## src/rtl/serdes_link_nbit.sv

```systemverilog
// 4b/5b serial link: word encoder/serialiser with comma idle fill, plus deserialiser with comma lock FSM.
// Optional SERDES_LOOPBACK_EN: RX samples ser_out internally and ignores ser_in.
module serdes_link_nbit #(
  parameter int NIBBLES  = 2,
  parameter int LOCK_CNT = 2,
  parameter int LOSS_CNT = 4
) (
  input  logic                   clk,
  input  logic                   rst,
  input  logic [4*NIBBLES-1:0]   in_data,
  input  logic                   in_valid,
  output logic                   in_ready,
  output logic                   ser_out,
  input  logic                   ser_in,
  output logic [4*NIBBLES-1:0]   out_data,
  output logic                   out_valid,
  output logic                   out_err,
  output logic                   locked
);

  localparam int W  = 5 * NIBBLES;
  localparam int CW = $clog2(W);
  localparam int SW = $clog2(LOCK_CNT + 1);
  localparam int EW = $clog2(LOSS_CNT + 1);
  localparam logic [W-1:0] COMMA = {5'b11000, {(NIBBLES-1){5'b10001}}};

  typedef enum logic [1:0] {S_HUNT, S_SYNC, S_LOCKED} state_t;

  function automatic logic [4:0] enc5(input logic [3:0] n);
    case (n)
      4'h0: return 5'b11110;
      4'h1: return 5'b01001;
      4'h2: return 5'b10100;
      4'h3: return 5'b10101;
      4'h4: return 5'b01010;
      4'h5: return 5'b01011;
      4'h6: return 5'b01110;
      4'h7: return 5'b01111;
      4'h8: return 5'b10010;
      4'h9: return 5'b10011;
      4'hA: return 5'b10110;
      4'hB: return 5'b10111;
      4'hC: return 5'b11010;
      4'hD: return 5'b11011;
      4'hE: return 5'b11100;
      default: return 5'b11101;
    endcase
  endfunction

  // Returns {valid, nibble}; any code outside the table decodes as invalid.
  function automatic logic [4:0] sym_dec(input logic [4:0] s);
    case (s)
      5'b11110: return 5'h10;
      5'b01001: return 5'h11;
      5'b10100: return 5'h12;
      5'b10101: return 5'h13;
      5'b01010: return 5'h14;
      5'b01011: return 5'h15;
      5'b01110: return 5'h16;
      5'b01111: return 5'h17;
      5'b10010: return 5'h18;
      5'b10011: return 5'h19;
      5'b10110: return 5'h1A;
      5'b10111: return 5'h1B;
      5'b11010: return 5'h1C;
      5'b11011: return 5'h1D;
      5'b11100: return 5'h1E;
      5'b11101: return 5'h1F;
      default:  return 5'h00;
    endcase
  endfunction

  // ---------------- TX ----------------
  logic [W-1:0]  tx_sr;
  logic [W-1:0]  tx_enc;
  logic [CW-1:0] tx_bit;

  // NOTE: every variable gets a default at the top of always_comb so no path leaves it unassigned (no latch).
  always_comb begin
    tx_enc = '0;
    for (int j = 0; j < NIBBLES; j++) tx_enc[5*j +: 5] = enc5(in_data[4*j +: 4]);
  end

  assign in_ready = (tx_bit == CW'(W - 1));
  assign ser_out  = tx_sr[W-1];

  // NOTE: state registers use non-blocking assignments so all flops sample pre-edge values together.
  always_ff @(posedge clk or negedge rst) begin
    if (!rst) begin
      tx_sr  <= COMMA;
      tx_bit <= '0;
    end else if (in_ready) begin
      tx_bit <= '0;
      tx_sr  <= in_valid ? tx_enc : COMMA;
    end else begin
      tx_bit <= tx_bit + 1'b1;
      tx_sr  <= {tx_sr[W-2:0], 1'b0};
    end
  end

  // ---------------- RX ----------------
  logic rx_bit;
`ifdef SERDES_LOOPBACK_EN
  assign rx_bit = ser_out;
`else
  assign rx_bit = ser_in;
`endif

  logic [W-1:0]          window;
  logic                  cmp;
  logic                  boundary;
  logic                  dec_ok;
  logic [4*NIBBLES-1:0]  dec_data;
  logic [4:0]            dec_sym [NIBBLES];
  state_t                state;
  logic [CW-1:0]         rx_cnt;
  logic [SW-1:0]         sync_cnt;
  logic [EW-1:0]         err_cnt;

  assign cmp      = (window == COMMA);
  assign boundary = (rx_cnt == '0);

  always_comb begin
    dec_ok   = 1'b1;
    dec_data = '0;
    for (int j = 0; j < NIBBLES; j++) begin
      dec_sym[j]         = sym_dec(window[5*j +: 5]);
      dec_ok             = dec_ok & dec_sym[j][4];
      dec_data[4*j +: 4] = dec_sym[j][3:0];
    end
  end

  // rx_cnt is loaded with 1 on detection: the detecting cycle itself counts as
  // position 0, so the next boundary lands exactly W cycles later.
  always_ff @(posedge clk or negedge rst) begin
    if (!rst) begin
      window    <= '0;
      state     <= S_HUNT;
      rx_cnt    <= '0;
      sync_cnt  <= '0;
      err_cnt   <= '0;
      out_data  <= '0;
      out_valid <= 1'b0;
      out_err   <= 1'b0;
      locked    <= 1'b0;
    end else begin
      window    <= {window[W-2:0], rx_bit};
      out_valid <= 1'b0;
      out_err   <= 1'b0;
      rx_cnt    <= (rx_cnt == CW'(W - 1)) ? '0 : rx_cnt + 1'b1;
      case (state)
        S_HUNT: begin
          rx_cnt <= '0;
          if (cmp) begin
            rx_cnt   <= CW'(1);
            sync_cnt <= SW'(1);
            if (LOCK_CNT == 1) begin
              state  <= S_LOCKED;
              locked <= 1'b1;
            end else begin
              state <= S_SYNC;
            end
          end
        end
        S_SYNC: begin
          if (boundary) begin
            if (cmp) begin
              sync_cnt <= sync_cnt + 1'b1;
              if (sync_cnt + 1'b1 == SW'(LOCK_CNT)) begin
                state  <= S_LOCKED;
                locked <= 1'b1;
              end
            end else begin
              state    <= S_HUNT;
              rx_cnt   <= '0;
              sync_cnt <= '0;
            end
          end else if (cmp) begin
            rx_cnt   <= CW'(1);
            sync_cnt <= SW'(1);
          end
        end
        S_LOCKED: begin
          if (boundary) begin
            if (cmp) begin
              err_cnt <= '0;
            end else if (dec_ok) begin
              out_data  <= dec_data;
              out_valid <= 1'b1;
              err_cnt   <= '0;
            end else begin
              out_err <= 1'b1;
              if (err_cnt + 1'b1 == EW'(LOSS_CNT)) begin
                state    <= S_HUNT;
                locked   <= 1'b0;
                rx_cnt   <= '0;
                sync_cnt <= '0;
                err_cnt  <= '0;
              end else begin
                err_cnt <= err_cnt + 1'b1;
              end
            end
          end
        end
        default: begin
          state  <= S_HUNT;
          locked <= 1'b0;
        end
      endcase
    end
  end

endmodule

```

## config.mk

```make
export PLATFORM = sky130hd
export DESIGN_NAME = serdes_link_nbit
export DESIGN_NICKNAME = d
export VERILOG_FILES = /design/src/rtl/serdes_link_nbit.sv
export SDC_FILE = /design/constraint.sdc
export NUM_CORES = 1
export LEC_CHECK = 0
export BUFFER_PORTS_ARGS = -buffer_cell sky130_fd_sc_hd__buf_4
export CAP_MARGIN = 20
export CORE_ASPECT_RATIO = 0.75
export CORE_UTILIZATION = 25
export DETAILED_ROUTE_END_ITERATION = 12
export GPL_TIMING_DRIVEN = 0
export PLACE_DENSITY = 0.4
export SLEW_MARGIN = 10
export SYNTH_ARGS = -nofsm -noshare
export SYNTH_HDL_FRONTEND = slang
export SYNTH_SLANG_ARGS = --single-unit
```

## constraint.sdc

```tcl
create_clock -name clk -period 5.65 [get_ports clk]
set_input_delay 0.8475 -clock clk [delete_from_list [all_inputs] [get_ports clk]]
set_output_delay 0.8475 -clock clk [all_outputs]
set_load 0.01 [all_outputs]
```

==> run_results.csv, run 1 <==
group,metric,value,unit
pwr,p_total,760,uW
critical_path,critPathMostFrequentCell,"inv_1",
timing,setup-violations-final,0,
yosys,synthesis.area_per_instance,9.62,um^2
clocking,cts_hold_bufs,0,
placement,placement.setup.worst_slack,3190,ps
layout,fraction_of_final_layout_cells_with_drive_strength_greater_than_1,15.9,%
layout,num-nets-final,317,
yosys,synth-edff-count,0,
timing,relSlewSlack,60.2,%
detailed_routing,drt_initial_violations,71,
detailed_routing,route.detailed.vias_per_inst,4.42,
pwr,cellPowerDensity,257,nW/um^2
timing,finalCriticalPeriod,2490,ps
yosys,yosys_most_used_dff,"dfrtp_1",
grt,number_of_antenna_violations_at_the_first_check_in_global_routing,0,
critical_path,worstSetupPathType,"flop to output port",
critical_path,worst-endpoint-required,4800,ps
clocking,clock_buffer_depth,2,
yosys,syn_nets,287,
detailed_routing,wire_per_inst,12.2,um
floorplan,initial_core_util,25.7,%
layout,area.sequential,1160,um^2
critical_path,first_element_of_the_critical_path,"tx_bit[2]$_DFF_PN0_",
hold_path,hp-class,"flop to flop",
layout,fillers,1026,
clocking,cts.sink_count,46,
yosys,synth_seq_area_share,46.6,%
clocking,clock-root-buffer,"clkbuf_16",
floorplan,die_area,10300,um^2
timing,unrepaired_setup_endpoints_after_global_routing,"false",
timing,setup_tns,0,ps
placement,gp_routability_congestion,0.742,
clocking,clock_latency_reported_for_the_late_side_of_the_worst_skew_pair,290,ps
yosys,syn_area,2480,um^2
yosys,yosys_warnings,0,
pwr,ir_drop,0.0000903,V
grt,grt_start_max_net_pins,47,
clocking,numCtsBuffers,5,
timing,report.final.slew_viol_count,0,
critical_path,setup.worst_path.end_class,"output port",
yosys,synthesis.instances,258,
yosys,synth_seq_cells,46,
critical_path,worst_ep_arrival_time,1640,ps
placement,detailedPlacementHpwl,3600,um
floorplan,io-pin-count,25,
detailed_routing,drtPass1Iterations,5,
yosys,synthDistinctLibCells,48,
hold_path,hold_path_depth,0,
clocking,cts_max_level,2,
critical_path,register_to_register_path_depth,9,
critical_path,worstReg2RegEnd,"out_data[6]$_DFFE_PN0P_",
layout,diodes,0,
floorplan,fp.coreArea,9660,um^2
placement,portBuffers,23,
layout,multi_input_comb_area,1170,um^2
layout,area_delta_synth_final,19.2,%
pwr,leakage,0.00134,uW
job,max-cap-violations,0,
timing,setup_slack,3160,ps
critical_path,r2r_setup_slack,3170,ps
timing,fin_worst_hold_slack,403,ps
clocking,clkSlewWorstSetupHoldPaths,60,ps
floorplan,floorplan.die.height,88.3,um
floorplan,rows,31,
critical_path,worst-path-buf-inv,4,
grt,grtUsageTotal,11.2,%
clocking,ctsResizeCount,0,
critical_path,startpoint_type,"flop",
grt,grt_pass1_wl,8710,um
timing,clock_skew,4.95,ps
detailed_routing,route.vias.total,1862,
detailed_routing,totalWireLength,5120,um
timing,final_hold_viol_count,0,
hold_path,whs_endpoint,"window[4]$_DFF_PN0_",
timing,worstMarginPinSlew,597,ps
critical_path,cp_slowest_cell,"dfrtp_1",
critical_path,worst_r2r_startpoint,"window[7]$_DFF_PN0_",
status,run_status,"finished, final reports clean",
critical_path,worst_path_largest_cell_delay,420,ps
critical_path,crit_family,"buffers and inverters",
hold_path,hold_path.startpoint,"window[3]$_DFF_PN0_",
timing,maxClockFrequency,402,MHz
layout,layout.core_utilization,30.6,%
critical_path,crit_path_cell_trace,"inv_1 > nand2_1 > or2_2 > clkbuf_1 > inv_1 > buf_4",
grt,grt_pass1_vias,1750,
clocking,cts_tree,"yes",
critical_path,critical_path.max_fanout,7,
detailed_routing,drc,0,
detailed_routing,postRouteAntennaNets,0,
floorplan,die_width,117,um
yosys,ys_async_sr_fraction,100,%
clocking,post-cts-setup-buffers,0,
timing,fin_crit_sh,44.0,%
grt,global_route.overflow_total,0,
metrics by stage:
| stage | cells | cell area (um^2) |
|---|---|---|
| after floorplan | 258 | 2480 |
| after global placement | 413 | 2820 |
| after detailed placement | 413 | 2820 |
| after CTS | 421 | 2960 |
| after global routing | 421 | 2960 |
| final | 421 | 2960 |
power by group:
group / switching [uW] / internal (uW)
sequential: 13.4 / 343
combinational: 64.6 / 54.0
clock: 123 / 163
total: 201 / 560
cells by family after synthesis:
family          share of synthesized area, %
compound gates                          16.4
xor+xnor                                1.76
fa+ha+maj                               8.57
buf+inv                                 6.35
flops                                   46.6
mux                                     2.32
simple gates                            18.0
placed cells by master, fill, tap and decap left out, drive strengths merged, types with 2 or more instances in the layout:
| master | instances |
|---|---|
| dfrtp | 42 |
| o21ai | 32 |
| buf | 30 |
| nand2 | 29 |
| inv | 24 |
| nor2 | 17 |
| ha | 17 |
| nand3 | 11 |
| a21oi | 10 |
| clkbuf | 10 |
| a22o | 4 |
| nor2b | 4 |
| a31oi | 4 |
| dfstp | 4 |
| nand4 | 3 |
| nand2b | 3 |
| xnor2 | 3 |
| nor4b | 3 |
| nand3b | 3 |
| nor3b | 3 |
| mux2 | 3 |
| xor2 | 2 |
| mux2i | 2 |
| nor3 | 2 |
| o311ai | 2 |
| a22oi | 2 |
| nand4b | 2 |
| clkinv | 2 |
flip-flops by register name, indices dropped and copies added, names as in the netlist:
register and cells:
tx_sr 10, state 2, out_valid 1, locked 1, out_data 8, sync_cnt 2, rx_cnt 4, out_err 1
window 10, tx_bit 4, err_cnt 3
area by class of cell:
class,instances,area share [%]
multi-input combinational,177,39.5
inverter,24,3.04
tap,132,5.58
sequential,46,39.1
clock buffer,6,4.36
clock inverter,2,0.338
timing repair buffer,23,5.84
buffer,11,2.28
cells in the mapped netlist (2+ instances only):
library cell   n  share of area (%)
dfrtp_1       42                 42
o21ai_0       30                6.0
nand2_1       29                4.4
inv_1         24                3.6
ha_1          17                8.6
nor2_1        17                2.6
nand3_1       11                2.2
a21oi_1       10                2.0
a22o_1         4                1.4
a31oi_1        4                1.0
clkbuf_1       4               0.60
dfstp_2        4                4.2
nor2b_1        4                1.0
buf_2          3               0.60
buf_6          3                1.4
nand2b_1       3               0.76
nand3b_1       3               0.91
nand4_1        3               0.76
nor4b_1        3                1.1
xnor2_1        3                1.1
a22oi_1        2               0.60
mux2_2         2               0.91
mux2i_1        2               0.81
nand4b_1       2               0.71
nor3_1         2               0.40
nor3b_1        2               0.60
o21ai_1        2               0.40
o311ai_0       2               0.71
xor2_1         2               0.71
metal layers:
layer	global-route usage [%]	vias to the layer above	share of wire, %
li1	-	964	-
met1	16.7	857	56
met2	15.2	33	39
met3	3.08	8	3.9
met4	4.49	0	1.5
met5	0	-	0
worst max path at each step:
stage | endpoint | depth (start not counted)
2_1_floorplan | state[0]$_DFFE_PN0P_ | 8
3_3_place_gp | out_data[6]$_DFFE_PN0P_ | 9
3_5_place_dp | out_data[6]$_DFFE_PN0P_ | 9
4_1_cts | in_ready | 6
5_1_grt | out_data[6]$_DFFE_PN0P_ | 9
6_report | in_ready | 6
Power figures use the tool's default switching activity.
==> run 2: changes to the inputs <==
- clock period: 5.65 -> 2.3 ns (I/O delays scaled with it)
==> run 2 against run 1 <==
  * Utilization grew 1.1 points
  * Flip-flop and latch count is the same
  * Clock skew is essentially flat
  * Clock power grew 150%
  * Routed wire length grew 2.4%
  * Critical endpoint is now state[0]$_DFFE_PN0P_
  * Cell area grew 3.5%
  * Global-route usage grew 0.074 points
  * Via count grew 1.8%
  * Cell count grew 2.4%
  * Largest cell class unchanged
==> run_results.csv, run 2 (same netlist as run 1, synthesis figures left out) <==
group,metric,value,unit
status,run_status,"finished, final reports clean",
clocking,clock-root-buffer,"clkbuf_16",
hold_path,hp-class,"input port to async pin",
detailed_routing,drtPass1Iterations,4,
floorplan,floorplan.die.height,88.3,um
pwr,power_switching,507,uW
timing,final_hold_viol_count,0,
timing,report.final.slew_viol_count,0,
layout,fillers,1013,
pwr,switching_share_of_power,26.7,%
layout,num-nets-final,327,
timing,setup-violations-final,0,
placement,placedInstanceArea,2820,um^2
grt,number_of_antenna_violations_at_the_first_check_in_global_routing,0,
job,max-cap-violations,0,
detailed_routing,wire_per_inst,12.2,um
clocking,cts_hold_bufs,0,
layout,fraction_of_final_layout_cells_with_drive_strength_greater_than_1,22.1,%
floorplan,io-pin-count,25,
clocking,cts_tree,"yes",
critical_path,setup.worst_path.end_class,"flop",
placement,placement.setup.worst_slack,-161,ps
placement,gp_routability_congestion,0.742,
pwr,ir_drop,0.000224,V
timing,setup_slack,135,ps
timing,unrepaired_setup_endpoints_after_global_routing,"false",
detailed_routing,drt_initial_violations,73,
pwr,seq_power_share,46.1,%
pwr,leakage,0.00139,uW
grt,grt_start_max_net_pins,47,
layout,reg.largest.list,"tx_sr: 10 flops, window: 10 flops, out_data: 8 flops",
layout,area_delta_synth_final,23.4,%
floorplan,fp.coreArea,9660,um^2
floorplan,initial_core_util,25.7,%
timing,worstMarginPinSlew,604,ps
clocking,numCtsBuffers,5,
detailed_routing,route.detailed.vias_per_inst,4.40,
detailed_routing,postRouteAntennaNets,0,
floorplan,rows,31,
critical_path,worst_path_largest_cell_delay,430,ps
critical_path,worst-path-buf-inv,1,
critical_path,crit_family,"compound AO/OA/AOI/OAI gates",
clocking,clock_buffer_depth,2,
critical_path,worst-endpoint-required,2480,ps
layout,diodes,0,
floorplan,die_area,10300,um^2
layout,most-common-layout-cells,"dfrtp_1, buf_4, o21ai_0",
grt,grtUsageTotal,11.3,%
grt,grt_pass1_wl,8780,um
timing,finalCriticalPeriod,2160,ps
critical_path,worstSetupPathType,"flop to flop",
detailed_routing,route.vias.total,1896,
timing,relSlewSlack,59.8,%
clocking,clock_latency_reported_for_the_late_side_of_the_worst_skew_pair,290,ps
critical_path,critical_path.max_fanout,7,
clocking,clkSlewWorstSetupHoldPaths,60,ps
layout,area.sequential,1160,um^2
timing,clock_skew,5.41,ps
pwr,comb_power_share,16.8,%
critical_path,crit_path_cell_trace,"inv_2 > ha_1 > nor2b_1 > o22ai_1 > a311o_2 > o31ai_4 > a221o_1 > mux2_4",
layout,multi_input_comb_area,1190,um^2
pwr,clock_power_share,37.1,%
detailed_routing,drc,0,
timing,fin_crit_sh,94.1,%
placement,detailedPlacementHpwl,3600,um
placement,portBuffers,23,
pwr,cellPowerDensity,620,nW/um^2
critical_path,cp_slowest_cell,"a311o_2",
critical_path,worst_ep_arrival_time,2340,ps
grt,grt_pass1_vias,1772,
detailed_routing,totalWireLength,5240,um
clocking,cts.sink_count,46,
layout,finish.instance_area,3060,um^2
clocking,cts_max_level,2,
pwr,cell_internal_pwr,1390,uW
floorplan,die_width,117,um
grt,global_route.overflow_total,0,
timing,maxClockFrequency,462,MHz
critical_path,startpoint_type,"flop",
layout,mostFrequentLayoutCell,"dfrtp_1",
-- run 2: path summary, 6_finish.rpt --
| kind | from | to | slack (ps) | cells after the start |
|---|---|---|---|---|
| hold reg to reg | window[3]$_DFF_PN0_ | window[4]$_DFF_PN0_ | 410 | 0 |
| setup reg to reg | window[6]$_DFF_PN0_ | state[0]$_DFFE_PN0P_ | 140 | 8 |
| setup / recovery | window[6]$_DFF_PN0_ | state[0]$_DFFE_PN0P_ | 140 | 8 |
| max in group asynchronous | rst | window[1]$_DFF_PN0_ | 1790 | 1 |
| min in group clk | ser_in | window[0]$_DFF_PN0_ | 160 | 1 |
| hold / removal | rst | out_data[4]$_DFFE_PN0P_ | 60 | 1 |
-- run 2: routing by layer --
layer / GRT usage [%] / up-vias / wire [um]
met5: 0 / - / 0
met4: 4.49 / 0 / 79
met3: 3.08 / 8 / 175
met2: 15.5 / 27 / 2050
met1: 16.7 / 872 / 2940
li1: - / 989 / -
-- run 2: layout make-up --
cell class | count | area share [%]
plain buffers | 11 | 2.33
clock buffers | 6 | 4.21
clock inverters | 2 | 0.327
inverters | 24 | 2.94
multi-input cells | 177 | 38.8
flip-flops and latches | 46 | 37.9
well taps | 132 | 5.39
repair buffers | 33 | 8.09
-- run 2: stage by stage --
stage / hold WS (ps) / setup TNS, ps / total power (uW) / instances / util, %
6_report: 65.0 / 0 / 1900 / 431 / 31.7
5_1_grt: 119 / 0 / 2020 / 431 / 31.7
4_1_cts: 88.2 / 0 / 1920 / 425 / 31.0
3_5_place_dp: 389 / -1200 / 1190 / 413 / 29.2
3_3_place_gp: 382 / -1380 / 1190 / 413 / 29.2
2_1_floorplan: 49.4 / 0 / 1080 / 258 / -
-- run 2: power by group through the flow --
| stage | registers, uW | clock network, uW | logic, uW |
|---|---|---|---|
| after floorplan | 885 | 0 | 196 |
| after global routing | 881 | 773 | 366 |
| after CTS | 877 | 736 | 309 |
| final | 875 | 705 | 318 |
| after global placement | 889 | 0 | 297 |
| after detailed placement | 891 | 0 | 295 |
-- run 2: repair_timing --
action	4_1_cts	5_1_grt
setup endpoints to repair	12	12
hold endpoints to repair	0	0
setup buffers	4	6
pin swaps	1	0
resized for setup	4	10
